===== src/rtl/fir_pkg.sv =====
// Shared sizes and state encoding for the FIR tap loader.
package fir_pkg;
    localparam int NTAPS = 7;
    localparam int CW    = 8;
    localparam int XW    = 8;
    localparam int TW    = $clog2(NTAPS);

    localparam logic [TW-1:0] LAST_IDX = TW'(NTAPS - 1);

    typedef enum logic [1:0] {IDLE, LOAD, COMMIT, FLUSH} state_t;
endpackage


===== src/rtl/fir_shadow_bank.sv =====
// Shadow coefficient buffer plus the active set seen by the FIR.
// Shadow fills one tap per write; commit copies the whole set in one edge.
module fir_shadow_bank
    import fir_pkg::*;
(
    input  logic                     clk_i,
    input  logic                     rst_i,
    input  logic                     wr_en_i,
    input  logic [TW-1:0]            wr_idx_i,
    input  logic [CW-1:0]            wr_data_i,
    input  logic                     clr_i,
    input  logic                     commit_i,
    output logic [NTAPS-1:0][CW-1:0] active_o
);
    logic [NTAPS-1:0][CW-1:0] shadow_q;
    logic [NTAPS-1:0][CW-1:0] active_q;

    // Discard wins over a write landing in the same cycle as a length error.
    always_ff @(posedge clk_i or posedge rst_i) begin
        if (rst_i) begin
            shadow_q <= '0;
        end else if (clr_i) begin
            shadow_q <= '0;
        end else begin
            for (int i = 0; i < NTAPS; i++)
                if (wr_en_i && wr_idx_i == TW'(i)) shadow_q[i] <= wr_data_i;
        end
    end

    always_ff @(posedge clk_i or posedge rst_i) begin
        if (rst_i)         active_q <= '0;
        else if (commit_i) active_q <= shadow_q;
    end

    assign active_o = active_q;
endmodule


===== src/rtl/fir_tap_loader.sv =====
// Sample / coefficient front end for the 7-tap transposed FIR.
// Define FIR_FLUSH_EN to zero-stuff Xin for NTAPS cycles after each commit.
module fir_tap_loader
    import fir_pkg::*;
(
    input  logic          Clk,
    input  logic          Rst,
    input  logic          Cfg_Valid,
    output logic          Cfg_Ready,
    input  logic [CW-1:0] Cfg_Data,
    input  logic          Cfg_Last,
    input  logic          Smp_Valid,
    output logic          Smp_Ready,
    input  logic [XW-1:0] Smp_Data,
    output logic [XW-1:0] Xin,
    output logic [CW-1:0] B0,
    output logic [CW-1:0] B1,
    output logic [CW-1:0] B2,
    output logic [CW-1:0] B3,
    output logic [CW-1:0] B4,
    output logic [CW-1:0] B5,
    output logic [CW-1:0] B6,
    output logic          Busy,
    output logic          Err
);
    state_t                   state_q, state_d;
    logic [TW-1:0]            cnt_q, cnt_d;
    logic                     err_q, err_d;
    logic [XW-1:0]            xin_q;
    logic                     wr_en, clr, commit;
    logic [NTAPS-1:0][CW-1:0] active;
`ifdef FIR_FLUSH_EN
    logic [TW-1:0]            fcnt_q, fcnt_d;
`endif

    assign Cfg_Ready = (state_q == IDLE) || (state_q == LOAD);
`ifdef FIR_FLUSH_EN
    assign Smp_Ready = (state_q != COMMIT) && (state_q != FLUSH);
    assign Busy      = (state_q == COMMIT) || (state_q == FLUSH);
`else
    assign Smp_Ready = 1'b1;
    assign Busy      = (state_q == COMMIT);
`endif

    always_comb begin
        state_d = state_q;
        cnt_d   = cnt_q;
        err_d   = 1'b0;
        wr_en   = 1'b0;
        clr     = 1'b0;
        commit  = 1'b0;
`ifdef FIR_FLUSH_EN
        fcnt_d  = fcnt_q;
`endif
        case (state_q)
            IDLE, LOAD: begin
                if (Cfg_Valid) begin
                    wr_en = 1'b1;
                    if (Cfg_Last && cnt_q == LAST_IDX) begin
                        state_d = COMMIT;
                        cnt_d   = '0;
                    end else if (Cfg_Last || cnt_q == LAST_IDX) begin
                        // Wrong set length: drop the partial set, keep active taps.
                        err_d   = 1'b1;
                        clr     = 1'b1;
                        cnt_d   = '0;
                        state_d = IDLE;
                    end else begin
                        cnt_d   = cnt_q + TW'(1);
                        state_d = LOAD;
                    end
                end
            end
            COMMIT: begin
                commit = 1'b1;
`ifdef FIR_FLUSH_EN
                fcnt_d  = LAST_IDX;
                state_d = FLUSH;
`else
                state_d = IDLE;
`endif
            end
            FLUSH: begin
`ifdef FIR_FLUSH_EN
                if (fcnt_q == '0) state_d = IDLE;
                else              fcnt_d  = fcnt_q - TW'(1);
`else
                state_d = IDLE;
`endif
            end
            default: state_d = IDLE;
        endcase
    end

    always_ff @(posedge Clk or posedge Rst) begin
        if (Rst) begin
            state_q <= IDLE;
            cnt_q   <= '0;
            err_q   <= 1'b0;
            xin_q   <= '0;
`ifdef FIR_FLUSH_EN
            fcnt_q  <= '0;
`endif
        end else begin
            state_q <= state_d;
            cnt_q   <= cnt_d;
            err_q   <= err_d;
            // Cycles without an accepted sample feed zeros into the FIR.
            xin_q   <= (Smp_Valid && Smp_Ready) ? Smp_Data : '0;
`ifdef FIR_FLUSH_EN
            fcnt_q  <= fcnt_d;
`endif
        end
    end

    fir_shadow_bank u_bank (
        .clk_i     (Clk),
        .rst_i     (Rst),
        .wr_en_i   (wr_en),
        .wr_idx_i  (cnt_q),
        .wr_data_i (Cfg_Data),
        .clr_i     (clr),
        .commit_i  (commit),
        .active_o  (active)
    );

    assign Xin = xin_q;
    assign Err = err_q;
    assign B0  = active[0];
    assign B1  = active[1];
    assign B2  = active[2];
    assign B3  = active[3];
    assign B4  = active[4];
    assign B5  = active[5];
    assign B6  = active[6];
endmodule


===== config.mk =====
export PLATFORM = sky130hd
export DESIGN_NAME = fir_tap_loader
export DESIGN_NICKNAME = d
export VERILOG_FILES = /design/src/rtl/fir_pkg.sv /design/src/rtl/fir_shadow_bank.sv /design/src/rtl/fir_tap_loader.sv
export SDC_FILE = /design/constraint.sdc
export NUM_CORES = 1
export LEC_CHECK = 0
export CAP_MARGIN = 20
export CORE_UTILIZATION = 45
export CTS_CLUSTER_DIAMETER = 80
export DETAILED_ROUTE_END_ITERATION = 12
export DONT_BUFFER_PORTS = 1
export GPL_ROUTABILITY_DRIVEN = 0
export PLACE_DENSITY_LB_ADDON = 0.15
export SKIP_CTS_REPAIR_TIMING = 1
export SLEW_MARGIN = 20
export SYNTH_ARGS = -nofsm -noshare
export SYNTH_HDL_FRONTEND = slang
export SYNTH_SLANG_ARGS = --single-unit

===== constraint.sdc =====
create_clock -name Clk -period 3.8 [get_ports Clk]
set_input_delay 0.57 -clock Clk [delete_from_list [all_inputs] [get_ports Clk]]
set_output_delay 0.57 -clock Clk [all_outputs]
set_load 0.05 [all_outputs]

==> reports/qor.csv <==
stage;metric;value;unit
synth;synth_edf_count;0;
final_layout;syn_to_final_growth;14.5;%
final_layout;multiInputGateArea;0.00168;sq mm
timing;skew;14.0;ps
clocking;clock-sinks;126;
clocking;cts_buffer_depth;2;
die;fp.dieH;107;um
synth;syn-cell-area;0.00496;sq mm
critical_path;regToRegEndpoint;u_bank.shadow_q[33];
critical_path;critPathSlowestCell;nand2b_4;
final_layout;fill_cells;859;
clocking;path_clk_slew;60;ps
synth;synth.distinct_cells;24;
synth;synth_seq_area_share;63.6;%
critical_path;path_cells;nand2b_4 > inv_1;
route;firstDrtPassIters;4;
die;fp.dieW;107;um
pwr;sw_frac_of_total;23.3;%
timing;min_period_over_period;66.4;%
critical_path;crit_type;reg2out;
hold_path;min_path_type;in2reg;
route;vias;2687;
timing;drv_slew;0;
pwr;p_per_area;579;mW/mm^2
final_layout;register_area;0.00315;sq mm
hold_path;min-delay-start;Smp_Valid;
synth;synth_nets;364;
route;avgRoutedWirePerCell;19.7;um
timing;slew_headroom;57.4;%
route;drc;0;
clocking;cts_tree;yes;
placement;port_buffers;0;
placement;dp_hpwl;6140;um
outcome;status;finished, final reports clean;
clocking;clock-root-buffer;clkbuf_8;
timing;fin_crit;2520;ps
pwr;p_switching;0.765;mW
global_route;track_usage;18.9;%
final_layout;nets;374;
clocking;insertion_delay;520;ps
pwr;power.total;3.29;mW
critical_path;regToRegStartpoint;cnt_q[0];
critical_path;worstPathRequired;3230;ps
die;io-pin-count;89;
pwr;p_comb_share;6.0;%
final_layout;drive_gt1_share;25.2;%
final_layout;insertedDiodeCount;0;
die;num_rows;37;
hold_path;min_to;Xin[3];
synth;synth_area_per_cell;14.8;sq um
synth;synthCells;335;
critical_path;max_stage_delay;530;ps
route;drt.antenna.violating_nets;0;
critical_path;worst_setup_path_end_kind;output pin;
global_route;antenna_found_initial;0;
timing;finalHoldViolCount;0;
global_route;grt_overflow_total;0;
global_route;grt_max_degree;107;
clocking;cts_made_buffers;17;
final_layout;finalNonFillerCells;493;
global_route;grt_pass1_wl;15900;um
clocking;htree_levels;4;
critical_path;startpoint_type;register;
run;drv_cap;0;
synth;synth_async_sr_flop_share;100;%
global_route;grt_pass1_vias;2868;
pwr;clkPwrFrac;47.9;%
placement;dp.cells;461;
die;die_area;0.0114;sq mm
timing;worst_pin_slew;639;ps
pwr;power_leakage;2.81;nW
route;routed_via_density;5.45;
critical_path;crit_fanout;39;
synth;ys.flop_type;dfrtp_1;
timing;grt_setup_unrepaired;no;
pwr;vdd_drop_max;0.280;mV
critical_path;r2r_slack;1600;ps
route;drt-total-wl;9720;um
final_layout;final_cell_mix;126 x dfrtp_1, 42 x o2bb2ai_1, 29 x mux2_4, 27 x mux2_2, 23 x nand2_1;
synth;yosys_warnings;0;
route;drt-initial-drc-count;123;
timing;fmax;0.396;GHz
die;design.core.area;0.0105;sq mm
die;initial_utilization;47.2;%
timing;setup_viol;0;
timing;finalSetupTns;0;ps
hold_path;hold-path-cell-count;1;
pwr;pwr-share-seq;46.1;%
critical_path;arrival;1950;ps
pwr;p_int;2.52;mW
critical_path;reg2reg_depth;6;
final_layout;final_common_cell;dfrtp_1;
synth;ys_ff_latch;126;
==> Yosys cell counts (all sizes together) (2+ instances only) <==
master	count	share of area [%]
inv	9	0.68
nor2b	5	0.63
and2	12	1.5
nand2	23	1.7
mux2i	7	1.4
ha	8	2.0
a22o	7	1.2
nand2b	2	0.25
mux2	56	15
dfrtp	126	64
o2bb2ai	42	7.4
o22ai	2	0.25
nor2	3	0.23
buf	12	1.9
o21ai	15	1.5
clkbuf	2	0.15
==> state kept, by name (all words and copies together), names as in the netlist <==
signal           flops
Err                  1
Xin                  8
cnt_q                3
state_q              2
u_bank.active_o     56
u_bank.shadow_q     56
==> worst max path at each step <==
| stage | cells past startpoint | slack (ps) | endpoint | start |
|---|---|---|---|---|
| 2_1_floorplan | 1 | 1680 | Err | Rst |
| 5_1_grt | 2 | 1170 | Busy | state_q[1] |
| 4_1_cts | 2 | 1220 | Busy | state_q[1] |
| 3_3_place_gp | 6 | 1680 | u_bank.shadow_q[33] | cnt_q[0] |
| 6_report | 2 | 1280 | Busy | state_q[1] |
| 3_5_place_dp | 6 | 1620 | u_bank.shadow_q[34] | cnt_q[0] |
==> area by class of cell <==
type                            instances  area share (%)
Tap cell                              136            3.00
Multi-Input combinational cell        186            29.6
Timing Repair Buffer                    5           0.925
Clock buffer                           26            8.94
Inverter                                9           0.661
Clock inverter                          5            1.37
Sequential cell                       126            55.5
==> routing by layer <==
metal	vias to the layer above	track usage, %	share of wire, %
met4	0	8.61	2.1
met3	14	7.48	5.8
li1	1231	-	-
met1	1359	25.7	48
met2	83	26.3	44
met5	-	0	0
==> logic make-up after synthesis <==
kind of cell,share of synthesized area (%)
adder cells (fa/ha/maj),2.02
flip-flops,63.6
AO/OA/AOI/OAI,10.4
buffers and inverters,2.70
other,0.0756
AND/OR/NAND/NOR,4.89
multiplexers,16.3
==> stage by stage <==
stage	setup slack (ps)	utilization, %	instance area (sq um)	hold WS, ps
after floorplan	1680	-	4960	452
after global placement	1680	48.4	5080	468
after detailed placement	1620	48.4	5080	470
after CTS	1220	53.9	5670	-73.9
after global routing	1170	54.0	5680	153
final	1280	54.0	5680	174
==> critical path, delay by kind of cell (launching register included) <==
family	cells	cell delay [ps]
buffers and inverters	1	410
AND/OR/NAND/NOR	1	530
flip-flops	1	470
==> power groups by stage <==
stage | registers (mW) | logic, mW | clock network, mW
2_1_floorplan | 1.52 | 0.154 | 0
3_3_place_gp | 1.54 | 0.194 | 0
3_5_place_dp | 1.54 | 0.197 | 0
4_1_cts | 1.52 | 0.199 | 1.61
5_1_grt | 1.52 | 0.226 | 1.66
6_report | 1.52 | 0.197 | 1.58
Power figures use the tool's default switching activity.
